### src/rtl/ccw_pkg.sv
// Shared definitions for the CCW channel-program sequencer:
// FSM encoding, CCW field positions, status and result bit indices.
package ccw_pkg;

    typedef enum logic [2:0] {
        S_IDLE,
        S_FETCH,
        S_DECODE,
        S_ISSUE,
        S_WAIT_INIT,
        S_XFER,
        S_END,
        S_FINISH
    } state_t;

    localparam int CCW_CMD_LSB = 24;
    localparam int CCW_CC      = 23;
    localparam int CCW_SLI     = 22;
    localparam int CCW_CNT_MSB = 15;

    localparam int ST_DE = 5;
    localparam int ST_UC = 6;
    localparam int ST_UE = 7;

    localparam int FL_IL   = 0;
    localparam int FL_CHK  = 1;
    localparam int FL_INIT = 2;
    localparam int FL_TMO  = 3;

    function automatic logic is_check(input logic [7:0] s);
        return s[ST_UC] | s[ST_UE];
    endfunction

endpackage

### src/rtl/ccw_xfer_gate.sv
// Byte-count gate for both stream directions of one CCW:
// pass-through while count remains, one stop request on overrun.
module ccw_xfer_gate (
    input  logic        clk,
    input  logic        reset,
    input  logic        load,
    input  logic [15:0] load_count,
    input  logic        en,
    input  logic [7:0]  host_send_tdata,
    input  logic        host_send_tvalid,
    output logic        host_send_tready,
    output logic [7:0]  chan_send_tdata,
    output logic        chan_send_tvalid,
    input  logic        chan_send_tready,
    input  logic [7:0]  chan_recv_tdata,
    input  logic        chan_recv_tvalid,
    output logic        chan_recv_tready,
    output logic [7:0]  host_recv_tdata,
    output logic        host_recv_tvalid,
    input  logic        host_recv_tready,
    output logic [15:0] cnt,
    output logic        overrun,
    output logic        chan_stop,
    output logic        hs
);

    logic nz;
    logic send_hs;
    logic recv_hs;
    logic stop_req;

    // Gates qualified by remaining count; a send beat blocks a
    // simultaneous receive beat so the count never underflows.
    always_comb begin
        nz               = cnt != 16'd0;
        chan_send_tdata  = host_send_tdata;
        chan_send_tvalid = en & nz & host_send_tvalid;
        host_send_tready = en & nz & chan_send_tready;
        send_hs          = chan_send_tvalid & chan_send_tready;
        host_recv_tdata  = chan_recv_tdata;
        host_recv_tvalid = en & nz & ~send_hs & chan_recv_tvalid;
        chan_recv_tready = en & nz & ~send_hs & host_recv_tready;
        recv_hs          = chan_recv_tvalid & chan_recv_tready;
        hs               = send_hs | recv_hs;
        stop_req         = en & ~nz & ~overrun
                         & (chan_send_tready | chan_recv_tvalid);
    end

    // Byte counter, overrun marker and single stop pulse.
    always_ff @(posedge clk) begin
        if (reset) begin
            cnt       <= '0;
            overrun   <= 1'b0;
            chan_stop <= 1'b0;
        end else begin
            chan_stop <= stop_req;
            if (load) begin
                cnt     <= load_count;
                overrun <= 1'b0;
            end else begin
                if (hs)
                    cnt <= cnt - 16'd1;
                if (stop_req)
                    overrun <= 1'b1;
            end
        end
    end

endmodule

### src/rtl/ccw_sequencer.sv
// Channel-program sequencer: fetches CCWs, starts the device,
// gates data by count and chains or finishes on ending status.
module ccw_sequencer
    import ccw_pkg::*;
#(
    parameter int          ADDR_WIDTH     = 8,
    parameter int unsigned TIMEOUT_CYCLES = 65535
) (
    input  logic                  clk,
    input  logic                  reset,
    input  logic                  go,
    input  logic [ADDR_WIDTH-1:0] prog_addr,
    input  logic [7:0]            dev_addr,
    output logic                  busy,
    output logic                  done,
    output logic [7:0]            result_status,
    output logic [3:0]            result_flags,
    output logic [15:0]           residual,
    output logic [ADDR_WIDTH-1:0] last_ccw_addr,
    output logic [ADDR_WIDTH-1:0] mem_addr,
    output logic                  mem_rd,
    input  logic [31:0]           mem_rdata,
    output logic [7:0]            chan_address,
    output logic [7:0]            chan_command,
    output logic                  chan_start,
    output logic                  chan_stop,
    input  logic                  chan_active,
    input  logic [7:0]            chan_status_tdata,
    input  logic                  chan_status_tvalid,
    input  logic [7:0]            host_send_tdata,
    input  logic                  host_send_tvalid,
    output logic                  host_send_tready,
    output logic [7:0]            chan_send_tdata,
    output logic                  chan_send_tvalid,
    input  logic                  chan_send_tready,
    input  logic [7:0]            chan_recv_tdata,
    input  logic                  chan_recv_tvalid,
    output logic                  chan_recv_tready,
    output logic [7:0]            host_recv_tdata,
    output logic                  host_recv_tvalid,
    input  logic                  host_recv_tready
);

    localparam logic [31:0] WD_LAST = 32'(TIMEOUT_CYCLES - 1);

    state_t                state;
    logic [ADDR_WIDTH-1:0] ptr;
    logic                  cc;
    logic                  sli;
    logic                  dec_first;
    logic [31:0]           wd;
    logic                  wd_run;
    logic                  wd_hit;
    logic                  gate_load;
    logic                  gate_en;
    logic [15:0]           cnt;
    logic                  overrun;
    logic                  hs;
    logic                  il;
    logic                  uc;
    logic                  unused_rsvd;

    assign unused_rsvd = ^mem_rdata[21:16];

    ccw_xfer_gate u_gate (
        .clk              (clk),
        .reset            (reset),
        .load             (gate_load),
        .load_count       (mem_rdata[CCW_CNT_MSB:0]),
        .en               (gate_en),
        .host_send_tdata  (host_send_tdata),
        .host_send_tvalid (host_send_tvalid),
        .host_send_tready (host_send_tready),
        .chan_send_tdata  (chan_send_tdata),
        .chan_send_tvalid (chan_send_tvalid),
        .chan_send_tready (chan_send_tready),
        .chan_recv_tdata  (chan_recv_tdata),
        .chan_recv_tvalid (chan_recv_tvalid),
        .chan_recv_tready (chan_recv_tready),
        .host_recv_tdata  (host_recv_tdata),
        .host_recv_tvalid (host_recv_tvalid),
        .host_recv_tready (host_recv_tready),
        .cnt              (cnt),
        .overrun          (overrun),
        .chan_stop        (chan_stop),
        .hs               (hs)
    );

    // Gate control, watchdog qualifiers and end-of-CCW evaluation.
    always_comb begin
        gate_load = (state == S_DECODE) && dec_first;
        gate_en   = state == S_XFER;
        wd_run    = (state == S_DECODE) || (state == S_WAIT_INIT)
                 || (state == S_XFER);
        wd_hit    = (TIMEOUT_CYCLES != 0) && (wd == WD_LAST);
        il        = ((cnt != 16'd0) || overrun) && !sli;
        uc        = is_check(result_status);
    end

    // Sequencer FSM with registered outputs; memory data is only
    // valid in the first DECODE cycle, hence dec_first.
    always_ff @(posedge clk) begin
        if (reset) begin
            state         <= S_IDLE;
            busy          <= 1'b0;
            done          <= 1'b0;
            mem_rd        <= 1'b0;
            mem_addr      <= '0;
            chan_start    <= 1'b0;
            chan_address  <= '0;
            chan_command  <= '0;
            result_status <= '0;
            result_flags  <= '0;
            residual      <= '0;
            last_ccw_addr <= '0;
            ptr           <= '0;
            cc            <= 1'b0;
            sli           <= 1'b0;
            dec_first     <= 1'b0;
            wd            <= '0;
        end else begin
            done       <= 1'b0;
            mem_rd     <= 1'b0;
            chan_start <= 1'b0;
            if (wd_run && !hs)
                wd <= wd + 32'd1;
            else
                wd <= '0;

            unique case (state)
                S_IDLE: begin
                    if (go) begin
                        ptr          <= prog_addr;
                        mem_addr     <= prog_addr;
                        mem_rd       <= 1'b1;
                        result_flags <= '0;
                        busy         <= 1'b1;
                        state        <= S_FETCH;
                    end
                end
                S_FETCH: begin
                    dec_first <= 1'b1;
                    wd        <= '0;
                    state     <= S_DECODE;
                end
                S_DECODE: begin
                    if (dec_first) begin
                        dec_first     <= 1'b0;
                        chan_command  <= mem_rdata[CCW_CMD_LSB +: 8];
                        chan_address  <= dev_addr;
                        cc            <= mem_rdata[CCW_CC];
                        sli           <= mem_rdata[CCW_SLI];
                        last_ccw_addr <= ptr;
                    end
                    if (!chan_active) begin
                        chan_start <= 1'b1;
                        wd         <= '0;
                        state      <= S_ISSUE;
                    end else if (wd_hit) begin
                        result_flags[FL_TMO] <= 1'b1;
                        busy                 <= 1'b0;
                        done                 <= 1'b1;
                        state                <= S_FINISH;
                    end
                end
                S_ISSUE: begin
                    wd    <= '0;
                    state <= S_WAIT_INIT;
                end
                S_WAIT_INIT: begin
                    if (chan_status_tvalid) begin
                        result_status <= chan_status_tdata;
                        wd            <= '0;
                        if (chan_status_tdata == 8'h00) begin
                            state <= S_XFER;
                        end else if (chan_status_tdata[ST_DE]) begin
                            state <= S_END;
                        end else begin
                            result_flags[FL_INIT] <= 1'b1;
                            busy                  <= 1'b0;
                            done                  <= 1'b1;
                            state                 <= S_FINISH;
                        end
                    end else if (wd_hit) begin
                        result_flags[FL_TMO] <= 1'b1;
                        busy                 <= 1'b0;
                        done                 <= 1'b1;
                        state                <= S_FINISH;
                    end
                end
                S_XFER: begin
                    if (chan_status_tvalid) begin
                        result_status <= chan_status_tdata;
                        if (chan_status_tdata[ST_DE]) begin
                            wd    <= '0;
                            state <= S_END;
                        end
                    end else if (wd_hit && !hs) begin
                        result_flags[FL_TMO] <= 1'b1;
                        busy                 <= 1'b0;
                        done                 <= 1'b1;
                        state                <= S_FINISH;
                    end
                end
                S_END: begin
                    residual              <= cnt;
                    result_flags[FL_IL]  <= result_flags[FL_IL] | il;
                    result_flags[FL_CHK] <= result_flags[FL_CHK] | uc;
                    wd                    <= '0;
                    if (cc && !il && !uc && (result_flags == 4'd0)) begin
                        ptr      <= ptr + 1'b1;
                        mem_addr <= ptr + 1'b1;
                        mem_rd   <= 1'b1;
                        state    <= S_FETCH;
                    end else begin
                        busy  <= 1'b0;
                        done  <= 1'b1;
                        state <= S_FINISH;
                    end
                end
                S_FINISH: begin
                    state <= S_IDLE;
                end
            endcase
        end
    end

endmodule

### config.mk
export PLATFORM = sky130hd
export DESIGN_NAME = ccw_sequencer
export DESIGN_NICKNAME = d
export VERILOG_FILES = /design/src/rtl/ccw_pkg.sv /design/src/rtl/ccw_xfer_gate.sv /design/src/rtl/ccw_sequencer.sv
export SDC_FILE = /design/constraint.sdc
export NUM_CORES = 1
export LEC_CHECK = 0
export ABC_AREA = 1
export CAP_MARGIN = 20
export CORE_ASPECT_RATIO = 1.25
export CORE_MARGIN = 8
export CORE_UTILIZATION = 49
export CTS_CLUSTER_DIAMETER = 120
export CTS_CLUSTER_SIZE = 12
export DETAILED_ROUTE_END_ITERATION = 6
export GPL_TIMING_DRIVEN = 0
export PLACE_DENSITY = 0.81
export SYNTH_ARGS = -nofsm -noshare
export SYNTH_HDL_FRONTEND = slang
export SYNTH_SLANG_ARGS = --single-unit
### constraint.sdc
create_clock -name clk -period 2 [get_ports clk]
set_input_delay 0.4 -clock clk [delete_from_list [all_inputs] [get_ports clk]]
set_output_delay 0.4 -clock clk [all_outputs]
set_load 0.05 [all_outputs]
==> results of run 1 <==
where the power goes:
| group | switching (W) | total (W) | internal, W |
|---|---|---|---|
| registers | 0.000177 | 0.00274 | 0.00256 |
| logic | 0.00159 | 0.00255 | 0.000956 |
| clock network | 0.00117 | 0.00295 | 0.00178 |
cells in the final DEF, fill, tap and decap left out, types with 5 or more instances in the layout:
cell,Yosys,final
nor2_1,155,145
nand2_1,147,143
dfxtp_1,120,103
clkdlybuf4s50_1,0,103
inv_1,91,86
o21ai_0,83,80
nand3_1,46,42
a21oi_1,40,39
buf_4,18,39
nor2_4,12,25
dlygate4sd2_1,0,23
nor3_1,22,21
xor2_1,21,21
clkbuf_1,20,18
nand4_1,17,17
clkbuf_16,0,17
dlymetal6s2s_1,0,12
dfxtp_2,0,12
nor2_2,14,11
nand2_2,6,8
inv_2,3,7
a31oi_1,7,7
buf_6,1,6
nand3_2,1,5
xnor2_1,5,5
dfxtp_4,0,5
state kept, by name (all words and copies together), names as in the netlist, 3 cells and up:
signal,count
wd,32
residual,16
u_gate.cnt,16
chan_address,8
chan_command,8
last_ccw_addr,8
ptr,8
result_status,8
result_flags,4
state,3
worst max-delay path, cell delays in order, from the launching register on:
cell and delay [ps]:
dfxtp_2 350, inv_2 60, ha_4 160, nand2_2 70, nor2_2 40, nand2_2 90
nand2_4 90, a21oi_4 130, inv_2 60, nor2_2 90, buf_6 160
layer usage:
| metal | vias up | part of all wire, % | GRT usage (%) |
|---|---|---|---|
| met4 | 0 | 4.7 | 14.6 |
| li1 | 3197 | - | - |
| met5 | - | 0 | 0 |
| met1 | 2985 | 37 | 24.7 |
| met3 | 83 | 8.7 | 8.21 |
| met2 | 276 | 50 | 40.2 |
stage by stage:
stage	TNS [ps]	worst slack [ps]
after floorplan	-194	-97.0
after global routing	-3980	-192
final	-561	-119
after global placement	-11240	-477
after detailed placement	-15290	-476
after CTS	-278	-131
how the worst max path moves through the flow:
stage	startpoint	to	slack, ps	cells past startpoint
after floorplan	u_gate.cnt[0]	chan_recv_tready	-100	9
after global placement	u_gate.cnt[0]	host_recv_tvalid	-480	10
after detailed placement	u_gate.cnt[0]	host_recv_tvalid	-480	10
after CTS	u_gate.cnt[1]	chan_recv_tready	-130	10
after global routing	u_gate.cnt[0]	host_recv_tvalid	-190	10
final	u_gate.cnt[1]	host_recv_tvalid	-120	10
cell type report:
class	count	area, sq um	area share, %
Buffer	45	287	3.26
Multi-Input combinational cell	616	3280	37.3
Timing Repair Buffer	167	1640	18.6
Clock inverter	13	123	1.39
Sequential cell	120	2440	27.7
Inverter	97	372	4.22
Tap cell	164	205	2.33
Clock buffer	19	453	5.15
what timing repair did:
| action | in CTS | in global routing |
|---|---|---|
| gates cloned | 0 | 0 |
| setup endpoints to repair | 46 | 85 |
| resized for setup | 80 | 74 |
| pin swaps | 10 | 18 |
| hold endpoints to repair | 0 | 0 |
| setup buffers | 12 | 13 |
logic make-up (layout without fill, tap and decap cells):
kind of cell | Yosys count | count (layout) | share of synthesized area, %
AOI/OAI and AO/OA | 148 | 148 | 13.3
xor gates and xnor gates | 26 | 26 | 3.72
adders and majority gates | 5 | 5 | 1.02
buffers and inverters | 142 | 341 | 10.2
DFF | 120 | 120 | 39.3
and+or+nand+nor | 437 | 437 | 32.5
==> results.tsv, run 1 <==
stage	metric	value	unit
status	status	finished, violations left	
status	failing checks	negative setup slack	
finish	filler instances	975	
logic_synthesis	Yosys top cell by area	dfxtp_1	
detailed_routing	detailed-route via count	6541	
logic_synthesis	most frequent cell after synthesis	nor2_1	
die	height of the chip	141	um
timing	Final period util	106	%
grt	Total GRT Usage	23.8	%
pwr	overall power	0.00823	W
clock_tree	clock slew at reported path FFs	60	ps
grt	global-route wire length before repair	30.8	mm
clock_tree	Hold-fix buffers, CTS	0	
clock_tree	CTS tree	built	
clock_tree	TritonCTS Sinks	120	
finish	layout cells sized above 1	17.0	%
logic_synthesis	Yosys cell types	45	
job	MaxCap Viol Count	0	
timing	final setup margin	-119	ps
logic_synthesis	Synth Cell Area	6120	sq um
min_path	min-delay src	wd[0]	
critical_path	crit-path max FO	2	
critical_path	reg2reg setup slack	-30	ps
detailed_routing	Pre-antenna DRT Iters	5	
grt	largest net degree at the start of global routing	17	
logic_synthesis	Synth area leaders	dfxtp_1, nor2_1, nand2_1	
pwr	power density cells	936	nW/um^2
timing	Hold Vio Cnt, Final	0	
logic_synthesis	Seq/Total Area, Yosys	39.3	%
timing	Min Clock Period, post-route	2120	ps
die	Initial Utilization	50.3	%
min_path	Hold Path End	wd[0]	
die	total die area	16300	sq um
placed_design	GPL Wtd Cong	0.966	
grt	gr ovfl total	0	
detailed_routing	Antenna Nets Post-Route	0	
logic_synthesis	Yosys reg bits	120	
min_path	Hold Crit Class	reg -> reg	
logic_synthesis	dominant synthesized flop cell	dfxtp_1	
timing	Max Freq	472	MHz
min_path	Hold Path Depth	1	
clock_tree	Clock Latency Late Sink	420	ps
detailed_routing	final wirelength	20.1	mm
critical_path	Worst Path Arrival	1720	ps
placed_design	HPWL after DPL	14.2	mm
critical_path	CP Launch Type	register	
placed_design	placed cell area	7750	sq um
clock_tree	Root Buffer	clkbuf_16	
finish	P&R area growth vs syn	43.9	%
logic_synthesis	post-synthesis cell count	878	
critical_path	FF-to-FF path depth	15	
clock_tree	Max Root-Sink Buffers	2	
detailed_routing	WL per Instance	16.2	um
pwr	Max VDD drop	0.596	mV
timing	unrepaired setup endpoints after global routing	true	
timing	worst-margin pin slew	653	ps
logic_synthesis	synthesized net count	964	
timing	Worst Clk Skew	7.06	ps
critical_path	Critical Path Sink Type	output port	
die	Top Ports	166	
detailed_routing	DR iter-0 viols	485	
die	Core Rows	45	
critical_path	WS Path Type	reg -> out	
die	Core ar.	12200	sq um
critical_path	RR Endpoint	u_gate.cnt[3]	
logic_synthesis	warnings from Yosys	0	
logic_synthesis	Synth Area per Inst	6.97	sq um
logic_synthesis	Synth top cells by count	nor2_1, nand2_1, dfxtp_1, inv_1, o21ai_0	
placed_design	# port buffers	142	
finish	fin cells	1241	
timing	Slew Viols, Final	0	
clock_tree	H-tree levels	4	
clock_tree	CTS Buf Count	17	
pwr	P_leak	3.97	nW
finish	Nets	1150	
critical_path	reg2reg start	u_gate.cnt[1]	
logic_synthesis	EDFF count, synth	0	
detailed_routing	via density per instance	5.27	
timing	Final setup viols	12	
finish	cell area after layout	8800	sq um
grt	initial antenna violation count	0	
finish	final core utilization	72.3	%
logic_synthesis	ys async rst share	0	%
timing	Hold WS	432	ps
logic_synthesis	area fraction of the dominant cell type after synthesis	39.3	%
timing	Max-slew headroom	56.5	%
detailed_routing	DRC	0	
critical_path	Req. time, crit path	1600	ps
die	DIE WIDTH	116	um
grt	number of global-route vias before repair	6450	
finish	diode count	0	
placed_design	placed insts	1184	
(Power assumes the default switching activity.)
==> run 2: changes to the inputs <==
TNS_END_PERCENT = 100   (was default)
==> results of run 2 <==
No change in the layout: final DEF, timing and power equal those of run 1.
==> run 3: changes to the inputs <==
SYNTH_HIERARCHICAL = 1   (was default)
==> results.tsv, run 3 <==
stage	metric	value	unit	change
logic_synthesis	warnings from Yosys	6		+6
finish	most flop-heavy register	wd		
clock_tree	Max Root-Sink Buffers	2		unchanged
detailed_routing	DRC	0		unchanged
clock_tree	TritonCTS Sinks	120		unchanged
critical_path	WS Path Type	reg -> out		
clock_tree	Hold-fix buffers, CTS	0		unchanged
critical_path	crit-path max FO	3		+1
logic_synthesis	post-synthesis cell count	919		+4.7%
logic_synthesis	Yosys top cell by area	dfxtp_1		
timing	final setup margin	-52.5	ps	+66.5 ps
grt	global-route wire length before repair	30.8	mm	about the same
timing	Final setup viols	2		-10
min_path	Hold Crit Class	in -> reg		
logic_synthesis	Synth Cell Area	6210	sq um	+1.6%
die	Core Rows	46		+2.2%
logic_synthesis	EDFF count, synth	0		unchanged
critical_path	CP Launch Type	register		
logic_synthesis	synthesized net count	1005		+4.3%
detailed_routing	detailed-route via count	6730		+2.9%
timing	Hold Vio Cnt, Final	0		unchanged
clock_tree	CTS tree	built		
die	Initial Utilization	49.5	%	-0.78 points
die	DIE WIDTH	117	um	+0.68%
placed_design	# port buffers	142		unchanged
finish	Nets	1180		+2.6%
finish	filler instances	1092		+12%
logic_synthesis	Synth Area per Inst	6.76	sq um	-3.0%
die	Core ar.	12500	sq um	+3.2%
pwr	P_leak	3.86	nW	-2.8%
timing	Worst Clk Skew	10.9	ps	+3.87 ps
placed_design	HPWL after DPL	14.2	mm	+0.28%
logic_synthesis	most frequent cell after synthesis	nor2_1		
logic_synthesis	Seq/Total Area, Yosys	38.7	%	-0.61 points
grt	number of global-route vias before repair	6412		-0.59%
placed_design	placed insts	1229		+3.8%
finish	Regs by FF count	wd (32), residual (16), u_gate/cnt (16)		
timing	Max Freq	487	MHz	+3.2%
logic_synthesis	Synth top cells by count	nor2_1, nand2_1, dfxtp_1, o21ai_0, inv_1		
logic_synthesis	area fraction of the dominant cell type after synthesis	38.7	%	-0.61 points
pwr	Max VDD drop	0.418	mV	-30%
critical_path	Critical Path Sink Type	output port		
logic_synthesis	Yosys cell types	46		+2.2%
grt	largest net degree at the start of global routing	17		unchanged
timing	Slew Viols, Final	0		unchanged
finish	number of flip-flops in the largest register	32		unchanged
status	status	finished, violations left		
finish	P&R area growth vs syn	40.5	%	
pwr	power density cells	731	nW/um^2	-22%
clock_tree	Root Buffer	clkbuf_16		
timing	Min Clock Period, post-route	2050	ps	-66.5 ps
timing	Final period util	103	%	-3.3 points
die	Top Ports	166		unchanged
grt	initial antenna violation count	0		unchanged
timing	worst-margin pin slew	586	ps	-66.8 ps
grt	Total GRT Usage	23.2	%	-0.58 points
die	height of the chip	142	um	+0.70%
die	total die area	16600	sq um	+1.4%
detailed_routing	WL per Instance	15.3	um	-5.9%
logic_synthesis	ys async rst share	0	%	unchanged
detailed_routing	final wirelength	19.5	mm	-3.3%
detailed_routing	via density per instance	5.28		+0.15%
detailed_routing	DR iter-0 viols	502		+3.5%
critical_path	Req. time, crit path	1600	ps	about the same
logic_synthesis	Synth area leaders	dfxtp_1, nor2_1, nand2_1		
clock_tree	Clock Latency Late Sink	420	ps	about the same
finish	commonest non-fill, non-tap cell in the layout	nor2_1		
clock_tree	CTS Buf Count	17		unchanged
pwr	overall power	0.00638	W	-22%
finish	layout cells sized above 1	15.4	%	-1.5 points
job	MaxCap Viol Count	0		unchanged
status	failing checks	negative setup slack		
placed_design	GPL Wtd Cong	0.946		-2.1%
detailed_routing	Pre-antenna DRT Iters	5		unchanged
clock_tree	clock slew at reported path FFs	60	ps	about the same
finish	most frequent cells in the layout	nor2_1, nand2_1, clkdlybuf4s50_1		
finish	diode count	0		unchanged
timing	unrepaired setup endpoints after global routing	true		
grt	gr ovfl total	0		unchanged
finish	fin cells	1275		+2.7%
logic_synthesis	dominant synthesized flop cell	dfxtp_1		
logic_synthesis	Yosys reg bits	120		unchanged
detailed_routing	Antenna Nets Post-Route	0		unchanged
timing	Max-slew headroom	61.1	%	+4.6 points
critical_path	Worst Path Arrival	1650	ps	-70 ps
clock_tree	H-tree levels	4		unchanged
==> run 3: cell types whose count changed in the layout (fill, tap and decap cells not counted), moves of 7 or more <==
cell	previous run	this run
nand4_1	17	25
nand3_1	42	31
nor2_4	25	14
inv_1	86	68
a21oi_1	39	46
nor2_1	145	199
nand2_1	143	166
xor2_1	21	14
inv_2	7	14
==> run 3: worst paths after layout <==
kind / cells past startpoint / from / endpoint / slack, ps
setup / recovery: 10 / u_gate/cnt[0] / chan_recv_tready / -50
hold reg to reg: 2 / sli / sli / 460
setup reg to reg: 15 / u_gate/cnt[11] / wd[17] / 20
hold / removal: 2 / reset / mem_rd / 300
==> run 3: cell type report <==
cell class              count  area [sq um]  area share (%)
clock inverters            14           161            1.85
multi-input cells         666          3330            38.2
plain buffers              44           273            3.13
well taps                 168           210            2.41
repair buffers            156          1530            17.5
flip-flops and latches    120          2440            27.9
inverters                  88           348            3.99
repair inverters            1          6.26          0.0717
clock buffers              18           429            4.92
==> run 3: report_power, final <==
group,internal [W],switching (W)
sequential,0.00244,0.0000597
combinational,0.000333,0.000508
clock,0.00186,0.00118
total,0.00463,0.00175
==> run 3: kinds of logic after synthesis <==
logic type                 count (synthesis)  share of synthesized area [%]
AOI/OAI and AO/OA                        152                           13.2
xor gates and xnor gates                  18                           2.54
and+or+nand+nor                          491                           35.0
adders and majority gates                  5                           1.01
buffers and inverters                    133                           9.53
DFF                                      120                           38.7
==> run 3: per-stage QoR <==
stage	instance area, sq um	TNS [ps]	setup slack (ps)	util [%]	hold WS [ps]
finish	8730	-99.2	-52.5	69.5	300
global route	8730	-421	-130	69.5	313
CTS	8610	-145	-82.6	68.6	288
detailed placement	7850	-10850	-555	62.5	457
global placement	7850	-10320	-604	62.5	443
floorplan	6210	-260	-130	-	430
==> run 3: routing by layer <==
metal / GRT usage [%] / wire, um / vias to the layer above
li1: - / - / 3305
met1: 27.2 / 7770 / 3018
met2: 39.3 / 9410 / 345
met3: 4.30 / 1500 / 62
met4: 11.9 / 804 / 0
met5: 0 / 0 / -
==> run 3: critical path: stages (launching register included) <==
cell	delay, ps
dfxtp_4	370
inv_4	40
ha_4	150
nand2_4	60
nor2_4	50
nand2_2	70
nand2_4	70
a21oi_4	120
inv_2	70
nor2_2	90
buf_6	160
==> run 3: repair_timing <==
item | 4_1_cts | 5_1_grt
endpoints found under the setup margin | 80 | 57
gates resized for setup | 107 | 30
setup buffers | 9 | 4
pin swaps | 13 | 7
cloned | 2 | 0
